## src/rtl/regset_pkg.sv

```systemverilog
// Shared types for the regset arbiter: op encoding, FSM states, counter width.
// The SWAP states only exist when REGSET_ARB_SWAP_EN is defined.
package regset_pkg;

  typedef enum logic [1:0] {
    OP_WR   = 2'b00,
    OP_RD   = 2'b01,
    OP_SWAP = 2'b10,
    OP_RSV  = 2'b11
  } op_e;

  typedef enum logic [2:0] {
    ST_IDLE   = 3'd0,
    ST_WRITE  = 3'd1,
    ST_DRIVE  = 3'd2,
    ST_TURN   = 3'd3
`ifdef REGSET_ARB_SWAP_EN
    ,
    ST_SWAP_A = 3'd4,
    ST_SWAP_B = 3'd5,
    ST_SWAP_C = 3'd6
`endif
  } state_e;

  localparam int CNT_W = 4;

endpackage

```

## src/rtl/rr_arb2.sv

```systemverilog
// Two-way round-robin arbiter: one-hot grant, priority flips to the other
// requester whenever a grant is accepted.
module rr_arb2 (
  input  logic       i_clk,
  input  logic       i_nReset,
  input  logic [1:0] req,
  input  logic       accept,
  output logic [1:0] grant
);

  logic prio1;  // 1: requester 1 wins a tie

  always_comb begin
    grant = 2'b00;
    if (req == 2'b11) grant = prio1 ? 2'b10 : 2'b01;
    else              grant = req;
  end

  always_ff @(posedge i_clk or negedge i_nReset) begin
    if (!i_nReset) begin
      prio1 <= 1'b0;
    end else if (accept && (grant != 2'b00)) begin
      prio1 <= grant[0];
    end
  end

endmodule

```

## src/rtl/regset_arb.sv

```systemverilog
// Two-requester arbiter in front of a two-register regset with a shared read bus.
// Optional SWAP op is compiled in with REGSET_ARB_SWAP_EN.
module regset_arb
  import regset_pkg::*;
#(
  parameter int DRIVE_CYCLES = 1
) (
  input  logic       i_clk,
  input  logic       i_nReset,
  input  logic [1:0] i_req,
  input  logic [1:0] i_op0,
  input  logic [1:0] i_op1,
  input  logic       i_sel0,
  input  logic       i_sel1,
  input  logic [7:0] i_data0,
  input  logic [7:0] i_data1,
  input  logic [7:0] i_bus,
  output logic [1:0] o_ack,
  output logic       o_err,
  output logic [7:0] o_rdata,
  output logic       o_busy,
  output logic [7:0] o_d,
  output logic       o_write0,
  output logic       o_write1,
  output logic       o_busSel,
  output logic       o_nBusEn,
  output logic [2:0] o_state
);

  state_e           state;
  logic [CNT_W-1:0] cnt;
  logic [1:0]       cur;       // one-hot owner of the op in flight
  logic [1:0]       ack_mask;  // requester acked last cycle, ignored for one IDLE cycle
  logic [1:0]       req_eff;
  logic [1:0]       grant;
  logic             accept;
  op_e              gop;
  logic             gsel;
  logic [7:0]       gdata;
`ifdef REGSET_ARB_SWAP_EN
  logic [7:0]       tmp;
  logic             swap_last;
`endif

  assign req_eff = (state == ST_IDLE) ? (i_req & ~ack_mask) : 2'b00;
  assign accept  = (state == ST_IDLE) && (grant != 2'b00);
  assign gop     = op_e'(grant[1] ? i_op1 : i_op0);
  assign gsel    = grant[1] ? i_sel1 : i_sel0;
  assign gdata   = grant[1] ? i_data1 : i_data0;
  assign o_state = state;

  rr_arb2 u_rr (
    .i_clk    (i_clk),
    .i_nReset (i_nReset),
    .req      (req_eff),
    .accept   (accept),
    .grant    (grant)
  );

  // Every output is a flop: a state's outputs are loaded on the edge entering it.
  always_ff @(posedge i_clk or negedge i_nReset) begin
    if (!i_nReset) begin
      state     <= ST_IDLE;
      cnt       <= '0;
      cur       <= 2'b00;
      ack_mask  <= 2'b00;
      o_ack     <= 2'b00;
      o_err     <= 1'b0;
      o_rdata   <= 8'h00;
      o_busy    <= 1'b0;
      o_d       <= 8'h00;
      o_write0  <= 1'b0;
      o_write1  <= 1'b0;
      o_busSel  <= 1'b0;
      o_nBusEn  <= 1'b1;
`ifdef REGSET_ARB_SWAP_EN
      tmp       <= 8'h00;
      swap_last <= 1'b0;
`endif
    end else begin
      ack_mask <= o_ack;
      case (state)
        ST_IDLE: begin
          if (accept) begin
            cur    <= grant;
            cnt    <= CNT_W'(DRIVE_CYCLES - 1);
            o_busy <= 1'b1;
            case (gop)
              OP_WR: begin
                state    <= ST_WRITE;
                o_d      <= gdata;
                o_write0 <= ~gsel;
                o_write1 <= gsel;
                o_ack    <= grant;
              end
              OP_RD: begin
                state    <= ST_DRIVE;
                o_nBusEn <= 1'b0;
                o_busSel <= gsel;
              end
`ifdef REGSET_ARB_SWAP_EN
              OP_SWAP: begin
                state     <= ST_SWAP_A;
                o_nBusEn  <= 1'b0;
                o_busSel  <= 1'b0;
                swap_last <= 1'b0;
              end
`endif
              default: begin
                // rejected op: acknowledge with error, touch neither regs nor bus
                state <= ST_TURN;
                o_ack <= grant;
                o_err <= 1'b1;
              end
            endcase
          end
        end
        ST_DRIVE: begin
          if (cnt == '0) begin
            state    <= ST_TURN;
            o_nBusEn <= 1'b1;
            o_rdata  <= i_bus;
            o_ack    <= cur;
          end else begin
            cnt <= cnt - 1'b1;
          end
        end
`ifdef REGSET_ARB_SWAP_EN
        ST_SWAP_A: begin
          state    <= ST_SWAP_B;
          tmp      <= i_bus;
          o_busSel <= 1'b1;
        end
        ST_SWAP_B: begin
          state    <= ST_SWAP_C;
          o_d      <= i_bus;
          o_write0 <= 1'b1;
          o_nBusEn <= 1'b1;
        end
        ST_SWAP_C: begin
          // r_1 write trails the r_0 write by a cycle so the strobes never overlap
          if (!swap_last) begin
            swap_last <= 1'b1;
            o_write0  <= 1'b0;
            o_write1  <= 1'b1;
            o_d       <= tmp;
            o_ack     <= cur;
          end else begin
            state    <= ST_IDLE;
            o_write1 <= 1'b0;
            o_ack    <= 2'b00;
            o_busy   <= 1'b0;
          end
        end
`endif
        default: begin
          // WRITE and TURN both last one cycle and carry the ack
          state    <= ST_IDLE;
          o_write0 <= 1'b0;
          o_write1 <= 1'b0;
          o_ack    <= 2'b00;
          o_err    <= 1'b0;
          o_busy   <= 1'b0;
          o_nBusEn <= 1'b1;
        end
      endcase
    end
  end

endmodule
```

## config.mk

```make
export PLATFORM = sky130hd
export DESIGN_NAME = regset_arb
export DESIGN_NICKNAME = d
export VERILOG_FILES = /design/src/rtl/regset_pkg.sv /design/src/rtl/rr_arb2.sv /design/src/rtl/regset_arb.sv
export SDC_FILE = /design/constraint.sdc
export NUM_CORES = 1
export LEC_CHECK = 0
export BUFFER_PORTS_ARGS = -buffer_cell sky130_fd_sc_hd__buf_4
export CORE_MARGIN = 4
export CORE_UTILIZATION = 40
export DETAILED_ROUTE_END_ITERATION = 7
export GPL_TIMING_DRIVEN = 0
export PLACE_DENSITY = 0.66
export SETUP_SLACK_MARGIN = 0.4
export SLEW_MARGIN = 15
export SYNTH_ARGS = -nofsm -noshare
export SYNTH_HDL_FRONTEND = slang
export SYNTH_HIERARCHICAL = 1
export SYNTH_SLANG_ARGS = --single-unit
```

## constraint.sdc

```tcl
create_clock -name i_clk -period 3.2 [get_ports i_clk]
set_clock_uncertainty 0.2 [all_clocks]
set_input_delay 0.32 -clock i_clk [delete_from_list [all_inputs] [get_ports i_clk]]
set_output_delay 0.32 -clock i_clk [all_outputs]
set_load 0.01 [all_outputs]
```

==> impl_metrics.tcl <==
set metrics [dict create \
    dieWidth_um 72.4 \
    pwr-share-clk 0.131 \
    drc 0 \
    syn_to_final_growth_pct 43.0 \
    vias 1429 \
    setup_viol 0 \
    place.gp.congestion 0.797 \
    r2r-end "o_write1$_DFFE_PN0P_" \
    p_leak_nw 1.14 \
    wire_per_inst_um 15.0 \
    ys.flop_type "dfrtp_1" \
    coreArea_mm2 0.00400 \
    rsz0062_at_grt "false" \
    io_buffer_count 59 \
    route.met2.wl_mm 2.18 \
    grt_pass1_vias 1514 \
    dr_wl_met3_um 366 \
    synth_edf_count 0 \
    crit_end "o_write1$_DFFE_PN0P_" \
    tightest_slew_ns 0.631 \
    cp.required_ns 3.17 \
    h-tree-depth 2 \
    fmaxAchievable_ghz 0.368 \
    drive_gt1_frac 0.417 \
    r2r-start "o_state[1]$_DFFE_PN0P_" \
    powerDensity_mw_per_mm2 926 \
    hold_viol_final 0 \
    antenna_found_initial 0 \
    yosysMostFrequentCell "dfrtp_1" \
    finalCriticalPeriod_ns 2.72 \
    place_ws_ns 0.0321 \
    place_area_mm2 0.00216 \
    grt_overflow_total 0 \
    reg2regPathDepth 8 \
    drtIter0Drc 86 \
    swShare 0.377 \
    setup-tns-final_ns 0 \
    synth_area_leader_cell "dfrtp_1" \
    syn_inst 152 \
    via_per_inst 5.23 \
    finalInstanceArea_mm2 0.00237 \
    r2r_slack_ns 0.48 \
    p_int_w 0.00137 \
    die_h_um 72.4 \
    io_pins 61 \
    cp-end-kind "flip-flop" \
    critPathLaunchType "flip-flop" \
    cts_tree "done" \
    ys_top_cells_by_area "dfrtp_1 51%, mux2i_1 6.0%, mux2_1 5.4%" \
    num_rows 23 \
    setup_ws_ns 0.483 \
    min_from "i_bus[7]" \
    arrival_ns 2.68 \
    die-area_mm2 0.00524 \
    ys_seq_area_frac 0.529 \
    ys_warn_count 6 \
    synth-seq-cells 35 \
    post-route-period-util 0.849 \
    status "finished clean" \
    clock-sinks 35 \
    ir_drop_uv 403 \
    synthAdderAreaFrac 0.0151 \
    synth_area_per_cell_um2 10.9 \
    worst-setup-path-type "reg -> reg" \
    cts_root_buf "clkbuf_8" \
    drv_cap 0 \
    ant_nets 0 \
    yosys.area_share.simple 0.162 \
    path_max_fanout 10 \
    grt_pass1_wl_mm 6.93 \
    synth-xor-area-share 0.0106 \
    relSlewSlack 0.579 \
    hp-class "in -> reg" \
    diodes 0 \
    synth_mux_area_frac 0.135 \
    path_clk_slew_ns 0.07 \
    dp_cells 261 \
    synth_area_mm2 0.00166 \
    stdcell_count 273 \
    netlist_top_cells_count "34 x dfrtp_1, 19 x nand2_1, 10 x mux2i_1, 8 x mux2_1, 8 x nor2_1" \
    routed.top_layer "met4" \
    met1_length_mm 1.46 \
    synthArstFlopShare 1.00 \
    synthesis.nets 188 \
    synth_top_family_by_area "simple AND/OR/NAND/NOR gates" \
    dp_hpwl_mm 3.09 \
    whs_ns 0.0604 \
    clock_path_buffers 2 \
    combPwrFrac 0.505 \
    yosys.area.top_type_share 0.514 \
    synth_compound_area_frac 0.103 \
    drv_slew 0 \
    cts_buffers 5 \
    clk_latency_ns 0.28 \
    routed_wl_mm 4.08 \
    synth.distinct_cells 40 \
    grt_max_degree 36 \
    layout.nets 260 \
    startpoint "o_state[1]$_DFFE_PN0P_" \
    grt_usage 0.168 \
    p_seq_frac 0.364 \
    p_sw_w 0.000826 \
    start_util 0.414 \
    dr.pass1.iters 4 \
]
==> layout make-up <==
class,count,area (um2)
inverters,6,22.5
well taps,50,62.6
clock buffers,6,72.6
fillers,340,1630
flip-flops and latches,35,878
plain buffers,8,66.3
repair buffers,65,488
multi-input cells,103,778
==> cell usage in the layout (no fill, tap or decap), drive strengths merged, types with 2 or more instances in the layout <==
cell type,netlist,layout
nor4b,2,2
nand3,4,4
o211ai,2,2
o31ai,3,3
mux2,11,11
inv,6,6
clkbuf,2,7
o21ai,13,13
a21boi,2,2
nand2,19,19
nor3,4,4
ha,2,2
or4,3,3
nor2,8,8
buf,6,71
xor2,2,2
nor2b,3,3
dfrtp,34,34
mux2i,10,10
nand2b,3,3
a21oi,2,2
==> power by group through the flow <==
| stage | logic, W | clock network (W) | registers, W |
|---|---|---|---|
| detailed placement | 0.00101 | 0 | 0.000797 |
| global route | 0.00122 | 0.000316 | 0.000829 |
| finish | 0.00111 | 0.000287 | 0.000799 |
| global placement | 0.000970 | 0 | 0.000783 |
| CTS | 0.00105 | 0.000297 | 0.000796 |
| floorplan | 0.000517 | 0 | 0.000847 |
==> layer usage <==
layer,vias to the layer above,GRT usage
li1,666,-
met1,696,0.189
met2,58,0.295
met3,9,0.0637
met4,0,0.0480
met5,-,0
==> cell families (layout without fill, tap and decap cells) <==
| logic type | count (synthesis) | after routing |
|---|---|---|
| mux | 21 | 21 |
| fa+ha+maj | 2 | 2 |
| other cells | 1 | 1 |
| buf+inv | 14 | 85 |
| xor+xnor | 2 | 2 |
| simple gates | 50 | 50 |
| flops | 35 | 35 |
| compound gates | 27 | 27 |
==> worst min path at each step <==
stage / endpoint / slack [ns] / depth (start not counted)
2_1_floorplan: ack_mask[0]$_DFF_PN0_ / -0.18 / 0
6_report: o_rdata[7]$_DFFE_PN0P_ / 0.06 / 2
4_1_cts: o_rdata[5]$_DFFE_PN0P_ / 0.05 / 2
5_1_grt: o_rdata[3]$_DFFE_PN0P_ / 0.05 / 2
3_5_place_dp: ack_mask[1]$_DFF_PN0_ / 0.10 / 1
3_3_place_gp: ack_mask[1]$_DFF_PN0_ / 0.1 / 1
==> critical path, stage by stage, from the launching register on <==
cell	delay [ns]
dfrtp_1	0.42
buf_6	0.17
nor4b_4	0.40
a21boi_4	0.27
buf_6	0.14
nor3b_4	0.24
nor2_2	0.08
or4_1	0.49
and3b_1	0.18
==> registers in the layout, summed over array words and instances, names as in the netlist, 2 cells and up <==
signal	cells
o_ack	2
o_rdata	8
cnt	4
cur	2
o_state	2
o_d	8
ack_mask	2
==> stage by stage <==
| step | utilization | power [W] |
|---|---|---|
| 2_1_floorplan | - | 0.00136 |
| 4_1_cts | 0.573 | 0.00214 |
| 6_report | 0.592 | 0.00219 |
| 5_1_grt | 0.592 | 0.00237 |
| 3_5_place_dp | 0.541 | 0.00181 |
| 3_3_place_gp | 0.541 | 0.00175 |
==> what timing repair did <==
item                                   CTS  global route
setup endpoints to repair               16             6
pin swaps                                1             1
endpoints found under the hold margin   34             0
gates cloned                             0             1
buffers inserted                         0             4
resized for setup                       11            11
hold buffers                             1             0
Power figures use the tool's default switching activity.
